$ cat src/rtl/axi_w_tap_stream.sv
// AXI W-channel tap: forwards beats with zero latency, captures {wlast, wdata}
// into a FIFO and streams out only complete bursts on a valid/ready/in_progress port.
module axi_w_tap_stream #(
   parameter int DATA_WIDTH = 128,
   parameter int ID_WIDTH   = 32,
   parameter int USER_WIDTH = 64,
   parameter int BURST_LEN  = 8,
   parameter int FIFO_DEPTH = 16,
   parameter int BLOCKING   = 1
) (
   input  logic                    clk,
   input  logic                    reset,
   input  logic                    ready,
   output logic                    valid,
   output logic                    in_progress,
   output logic [DATA_WIDTH-1:0]   data,
   output logic                    last,
   output logic [15:0]             drop_count,
   output logic                    oversize,
   input  logic [ID_WIDTH-1:0]     AXIS_wid,
   input  logic [DATA_WIDTH-1:0]   AXIS_wdata,
   input  logic [DATA_WIDTH/8-1:0] AXIS_wstrb,
   input  logic                    AXIS_wlast,
   input  logic [USER_WIDTH-1:0]   AXIS_wuser,
   input  logic                    AXIS_wvalid,
   output logic                    AXIS_wready,
   output logic [ID_WIDTH-1:0]     AXIM_wid,
   output logic [DATA_WIDTH-1:0]   AXIM_wdata,
   output logic [DATA_WIDTH/8-1:0] AXIM_wstrb,
   output logic                    AXIM_wlast,
   output logic [USER_WIDTH-1:0]   AXIM_wuser,
   output logic                    AXIM_wvalid,
   input  logic                    AXIM_wready
);

   localparam int PW = $clog2(FIFO_DEPTH);
   localparam int CW = PW + 1;
   localparam int BW = $clog2(BURST_LEN + 1);

   localparam logic [0:0] ST_IDLE   = 1'b0;
   localparam logic [0:0] ST_STREAM = 1'b1;

   logic [DATA_WIDTH:0] mem [FIFO_DEPTH];
   logic [PW-1:0]       wr_ptr, rd_ptr;
   logic [CW-1:0]       count, burst_cnt;
   logic [BW-1:0]       beat_idx;
   logic                sob, admit_reg;
   logic [0:0]          state;

   logic full, empty, gate, acc, fits, admit_now;
   logic push, push_last, pop, pop_last, head_last;

   assign AXIM_wid   = AXIS_wid;
   assign AXIM_wdata = AXIS_wdata;
   assign AXIM_wstrb = AXIS_wstrb;
   assign AXIM_wlast = AXIS_wlast;
   assign AXIM_wuser = AXIS_wuser;

   assign full        = (count == CW'(FIFO_DEPTH));
   assign empty       = (count == '0);
   assign gate        = (BLOCKING != 0) ? !full : 1'b1;
   assign AXIM_wvalid = AXIS_wvalid & gate;
   assign AXIS_wready = AXIM_wready & gate;
   assign acc         = AXIS_wvalid & AXIS_wready;

   // Dropping mode admits a burst only if a maximal burst is guaranteed to fit.
   assign fits      = (CW'(FIFO_DEPTH) - count) >= CW'(BURST_LEN);
   assign admit_now = (BLOCKING != 0) ? 1'b1 : (sob ? fits : admit_reg);
   assign push      = acc & admit_now & (beat_idx < BW'(BURST_LEN));
   assign push_last = AXIS_wlast | (beat_idx == BW'(BURST_LEN - 1));

   assign head_last   = mem[rd_ptr][DATA_WIDTH];
   assign valid       = (burst_cnt != '0);
   assign pop         = ready & ((state == ST_STREAM) | valid);
   assign pop_last    = pop & head_last;
   assign in_progress = (state == ST_STREAM) | (valid & ready);
   assign data        = empty ? '0 : mem[rd_ptr][DATA_WIDTH-1:0];
   assign last        = !empty & head_last;

   // NOTE: storage array has no reset; the pointers and count define which entries are live.
   always_ff @(posedge clk) begin
      if (push) mem[wr_ptr] <= {push_last, AXIS_wdata};
   end

   // NOTE: every register below uses non-blocking assignment so all updates see pre-edge values.
   always_ff @(posedge clk) begin
      if (reset) begin
         wr_ptr     <= '0;
         rd_ptr     <= '0;
         count      <= '0;
         burst_cnt  <= '0;
         beat_idx   <= '0;
         sob        <= 1'b1;
         admit_reg  <= 1'b0;
         state      <= ST_IDLE;
         drop_count <= '0;
         oversize   <= 1'b0;
      end else begin
         if (push) wr_ptr <= wr_ptr + PW'(1);
         if (pop)  rd_ptr <= rd_ptr + PW'(1);

         case ({push, pop})
            2'b10:   count <= count + CW'(1);
            2'b01:   count <= count - CW'(1);
            default: count <= count;
         endcase

         case ({push & push_last, pop_last})
            2'b10:   burst_cnt <= burst_cnt + CW'(1);
            2'b01:   burst_cnt <= burst_cnt - CW'(1);
            default: burst_cnt <= burst_cnt;
         endcase

         if (acc) begin
            sob <= AXIS_wlast;
            if (sob) admit_reg <= admit_now;
            if (AXIS_wlast)                      beat_idx <= '0;
            else if (beat_idx < BW'(BURST_LEN)) beat_idx <= beat_idx + BW'(1);
            // beat_idx saturates at BURST_LEN only after a force-terminated beat.
            if (beat_idx == BW'(BURST_LEN)) oversize <= 1'b1;
            if ((BLOCKING == 0) && sob && !fits && (drop_count != 16'hFFFF))
               drop_count <= drop_count + 16'd1;
         end

         case (state)
            ST_IDLE:   if (pop && !head_last) state <= ST_STREAM;
            ST_STREAM: if (pop_last)          state <= ST_IDLE;
            default:   state <= ST_IDLE;
         endcase
      end
   end

endmodule

$ cat config.mk
export PLATFORM = sky130hd
export DESIGN_NAME = axi_w_tap_stream
export DESIGN_NICKNAME = d
export VERILOG_FILES = /design/src/rtl/axi_w_tap_stream.sv
export SDC_FILE = /design/constraint.sdc
export NUM_CORES = 2
export LEC_CHECK = 0
export ABC_CLOCK_PERIOD_IN_PS = 24000
export CELL_PAD_IN_SITES_DETAIL_PLACEMENT = 0
export CELL_PAD_IN_SITES_GLOBAL_PLACEMENT = 2
export CORE_ASPECT_RATIO = 0.5
export CORE_MARGIN = 2
export CORE_UTILIZATION = 50
export DETAILED_ROUTE_END_ITERATION = 10
export PLACE_DENSITY = 0.95
export SYNTH_ARGS = -nofsm -noshare
export SYNTH_HDL_FRONTEND = slang
export SYNTH_SLANG_ARGS = --single-unit
$ cat constraint.sdc
create_clock -name clk -period 24 [get_ports clk]
set_input_delay 3.6 -clock clk [delete_from_list [all_inputs] [get_ports clk]]
set_output_delay 3.6 -clock clk [all_outputs]
set_load 0.01 [all_outputs]
==> impl_metrics.sql <==
INSERT INTO impl_metrics (metric_group, metric, value, unit) VALUES
('status', 'outcome', 'finished, final reports clean', ''),
('pwr', 'switching_power', '1.83', 'mW'),
('floorplan', 'die_y', '289', 'um'),
('worst_setup_path', 'r2r_cells', '12', ''),
('layout', 'most_frequent_cells_in_the_layout', 'sky130_fd_sc_hd__edfxtp_1 (2064), sky130_fd_sc_hd__mux4_2 (513), sky130_fd_sc_hd__clkdlybuf4s50_1 (396)', ''),
('timing', 'clock_skew', '20.0', 'ps'),
('timing', 'final-max-slew-violation-count', '0', ''),
('clock_tree', 'tritoncts_buffer_count', '180', ''),
('clock_tree', 'cts_tree', 'yes', ''),
('clock_tree', 'clkTransAtPathRegs', '70', 'ps'),
('layout', 'fin_nets', '4083', ''),
('global_routing', 'grt_util_met1', '28.7', '%'),
('worst_setup_path', 'critPathLaunchType', 'register', ''),
('timing', 'max_slew_margin', '16.4', '%'),
('global_routing', 'groute.layer.met2.usage', '37.0', '%'),
('global_routing', 'grt_max_degree', '157', ''),
('worst_setup_path', 'timing.critical_path.required', '20400', 'ps'),
('timing', 'layout_worst_path_cycle_share', '39.0', '%'),
('global_routing', 'wire_length_of_the_first_global_routing_pass', '261', 'mm'),
('worst_setup_path', 'critical_path.n_buffers_inverters', '4', ''),
('worst_setup_path', 'critical_path_arrival', '5770', 'ps'),
('worst_setup_path', 'worst_setup_path_end_kind', 'primary output', ''),
('floorplan', 'number_of_core_rows', '104', ''),
('timing', 'setup-violations-final', '0', ''),
('synthesis', 'syn-cell-area', '81500', 'um2'),
('pwr', 'power_frac_clock', '35.4', '%'),
('timing', 'hold_slack', '497', 'ps'),
('clock_tree', 'cts-root-buf', 'sky130_fd_sc_hd__clkbuf_16', ''),
('pwr', 'worst_ir_drop_vdd', '118', 'uV'),
('pwr', 'combinationalPowerShare', '13.6', '%'),
('floorplan', 'ios', '637', ''),
('worst_setup_path', 'critical_path.cell_chain', 'buf_4 -> buf_4 -> buf_4 -> mux4_2 -> mux2i_1 -> o22ai_1 -> clkdlybuf4s50_1', ''),
('route', 'initial_drc_count', '4220', ''),
('clock_tree', 'cts_hold_repair.buffers', '0', ''),
('worst_setup_path', 'maximum_fanout_count_along_the_critical_path', '50', ''),
('global_routing', 'grt_remaining_overflow', '0', ''),
('route', 'avgViaCountPerCell', '6.08', ''),
('timing', 'fin_setup_tns', '0', 'ps'),
('floorplan', 'starting_utilization_of_the_core_area', '50.5', '%'),
('timing', 'rsz0062_at_grt', 'false', ''),
('placement', 'port_buffers', '396', ''),
('placement', 'routabilityCongestion', '0.722', ''),
('pwr', 'power_report.internal_total', '6.12', 'mW'),
('worst_setup_path', 'crit_family', 'buffers and inverters', ''),
('synthesis', 'yosys_warnings', '0', ''),
('flow_run', 'drv.max_cap_violation_count', '0', ''),
('global_routing', 'grt_usage', '21.7', '%'),
('synthesis', 'synth_cell_types', '47', ''),
('synthesis', 'synth_top_flop_cell', 'sky130_fd_sc_hd__edfxtp_1', ''),
('pwr', 'p_sw_share', '23.0', '%'),
('global_routing', 'grt-busiest-layer', 'met2', ''),
('timing', 'fin_crit', '9370', 'ps'),
('pwr', 'p_leak', '27.2', 'nW'),
('pwr', 'total_power', '7.95', 'mW'),
('synthesis', 'yosys_register_bits', '2092', ''),
('route', 'detail_route.drc_violations', '0', ''),
('worst_setup_path', 'setup.worst_path.class', 'reg2out', ''),
('floorplan', 'chipWidth', '575', 'um'),
('route', 'ant_nets', '0', ''),
('layout', 'area_growth_syn_to_fin', '12.6', '%'),
('min_path', 'hold-path-cell-count', '2', ''),
('placement', 'placement.setup.worst_slack', '15180', 'ps'),
('layout', 'finish.utilization', '56.9', '%'),
('synthesis', 'seq_area_frac_synth', '76.8', '%'),
('global_routing', 'grtUsageMet3', '3.60', '%'),
('global_routing', 'grt_pass1_vias', '38500', ''),
('synthesis', 'syn_avg_cell_area', '22.6', 'um2'),
('timing', 'final_hold_viol_count', '0', ''),
('timing', 'timing.fmax', '107', 'MHz'),
('clock_tree', 'clock_sinks', '2092', ''),
('worst_setup_path', 'worstSetupPathDepth', '7', '');
==> power by group through the flow <==
| stage | clock, mW | sequential [mW] | combinational [mW] |
|---|---|---|---|
| 4_1_cts | 2.85 | 4.06 | 1.10 |
| 2_1_floorplan | 0 | 4.13 | 0.676 |
| 3_3_place_gp | 0 | 4.14 | 1.07 |
| 3_5_place_dp | 0 | 4.14 | 1.09 |
| 6_report | 2.81 | 4.06 | 1.08 |
| 5_1_grt | 2.99 | 4.06 | 1.14 |
==> worst register-to-register path, cell delays in order (launching register included) <==
cell and delay [ps]:
sky130_fd_sc_hd__dfxtp_4 970, sky130_fd_sc_hd__buf_4 780, sky130_fd_sc_hd__mux4_2 610, sky130_fd_sc_hd__mux2i_1 180
sky130_fd_sc_hd__o22a_1 250, sky130_fd_sc_hd__nor2b_1 100, sky130_fd_sc_hd__ha_1 300, sky130_fd_sc_hd__xor2_1 180
sky130_fd_sc_hd__ha_1 230, sky130_fd_sc_hd__a21oi_1 160, sky130_fd_sc_hd__xor2_1 90, sky130_fd_sc_hd__or3_1 320
sky130_fd_sc_hd__a21oi_1 140
==> area by class of cell <==
cell class / count / area [um2] / share of cell area, %
timing repair buffer: 458 / 4590 / 5.01
sequential: 2092 / 62600 / 68.2
inverter: 14 / 52.6 / 0.0573
antenna: 1 / 2.50 / 0.00273
multi-input combinational: 1076 / 16200 / 17.6
tap: 2173 / 2720 / 2.96
clock inverter: 91 / 785 / 0.855
clock buffer: 233 / 4860 / 5.30
==> flip-flops by register name, indices dropped and copies added (netlist names), named ones only <==
signal and cells:
rd_ptr 4, mem 2064, beat_idx 4, oversize 1, burst_cnt 5, wr_ptr 4, count 5
==> routing by layer <==
| layer | vias to the layer above | part of all wire (%) | routed length, um |
|---|---|---|---|
| li1 | 15300 | - | - |
| met1 | 19900 | 38 | 69900 |
| met2 | 1798 | 51 | 93100 |
| met3 | 374 | 7.7 | 14100 |
| met4 | 2 | 3.2 | 5770 |
| met5 | - | 0.0093 | 17 |
==> metrics by stage <==
stage | cell area (um2) | std cells
after floorplan | 81500 | 3623
after global placement | 86100 | 5813
after detailed placement | 86100 | 5813
after CTS | 91700 | 6137
after global routing | 91700 | 6138
final | 91700 | 6138
==> synth_stat cells, types with 2 or more instances <==
cell,n,area (um2)
sky130_fd_sc_hd__a211o_1,2,17.5
sky130_fd_sc_hd__a21boi_0,2,15.0
sky130_fd_sc_hd__a21o_1,2,15.0
sky130_fd_sc_hd__a21oi_1,10,50.1
sky130_fd_sc_hd__buf_1,18,67.6
sky130_fd_sc_hd__buf_2,117,586
sky130_fd_sc_hd__buf_4,265,1990
sky130_fd_sc_hd__buf_6,9,101
sky130_fd_sc_hd__clkbuf_1,32,120
sky130_fd_sc_hd__dfxtp_1,28,561
sky130_fd_sc_hd__edfxtp_1,2064,62000
sky130_fd_sc_hd__ha_1,14,175
sky130_fd_sc_hd__inv_1,14,52.6
sky130_fd_sc_hd__mux2_2,2,22.5
sky130_fd_sc_hd__mux2i_1,266,2660
sky130_fd_sc_hd__mux4_2,513,11600
sky130_fd_sc_hd__nand2_1,16,60.1
sky130_fd_sc_hd__nand2b_1,4,25.0
sky130_fd_sc_hd__nand3_1,3,15.0
sky130_fd_sc_hd__nand4_1,3,18.8
sky130_fd_sc_hd__nor2_1,41,154
sky130_fd_sc_hd__nor2b_1,4,25.0
sky130_fd_sc_hd__nor3_1,8,40.0
sky130_fd_sc_hd__nor3b_1,2,15.0
sky130_fd_sc_hd__o211a_1,2,20.0
sky130_fd_sc_hd__o21ai_0,6,30.0
sky130_fd_sc_hd__o22ai_1,130,813
sky130_fd_sc_hd__xnor2_1,4,35.0
sky130_fd_sc_hd__xor2_1,9,78.8
==> worst paths after layout <==
path / start / to / slack (ps)
setup / recovery: register / data[73] / 14630
hold / removal: oversize$_SDFFE_PP0P_ / oversize$_SDFFE_PP0P_ / 500
setup reg to reg: register / burst_cnt[2]$_SDFFE_PP0P_ / 19610
hold reg to reg: oversize$_SDFFE_PP0P_ / oversize$_SDFFE_PP0P_ / 500
==> kinds of logic (layout without fill, tap and decap cells) <==
kind of cell,after synthesis,in the layout,share of synthesized area (%)
AO/OA/AOI/OAI,162,162,1.26
XOR/XNOR,13,13,0.140
other,1,17,0.00460
flip-flops,2092,2092,76.8
multiplexers,781,781,17.5
buffers and inverters,455,796,3.58
adder cells (fa/ha/maj),15,15,0.240
AND/OR/NAND/NOR,89,89,0.515
(Power assumes the default switching activity.)
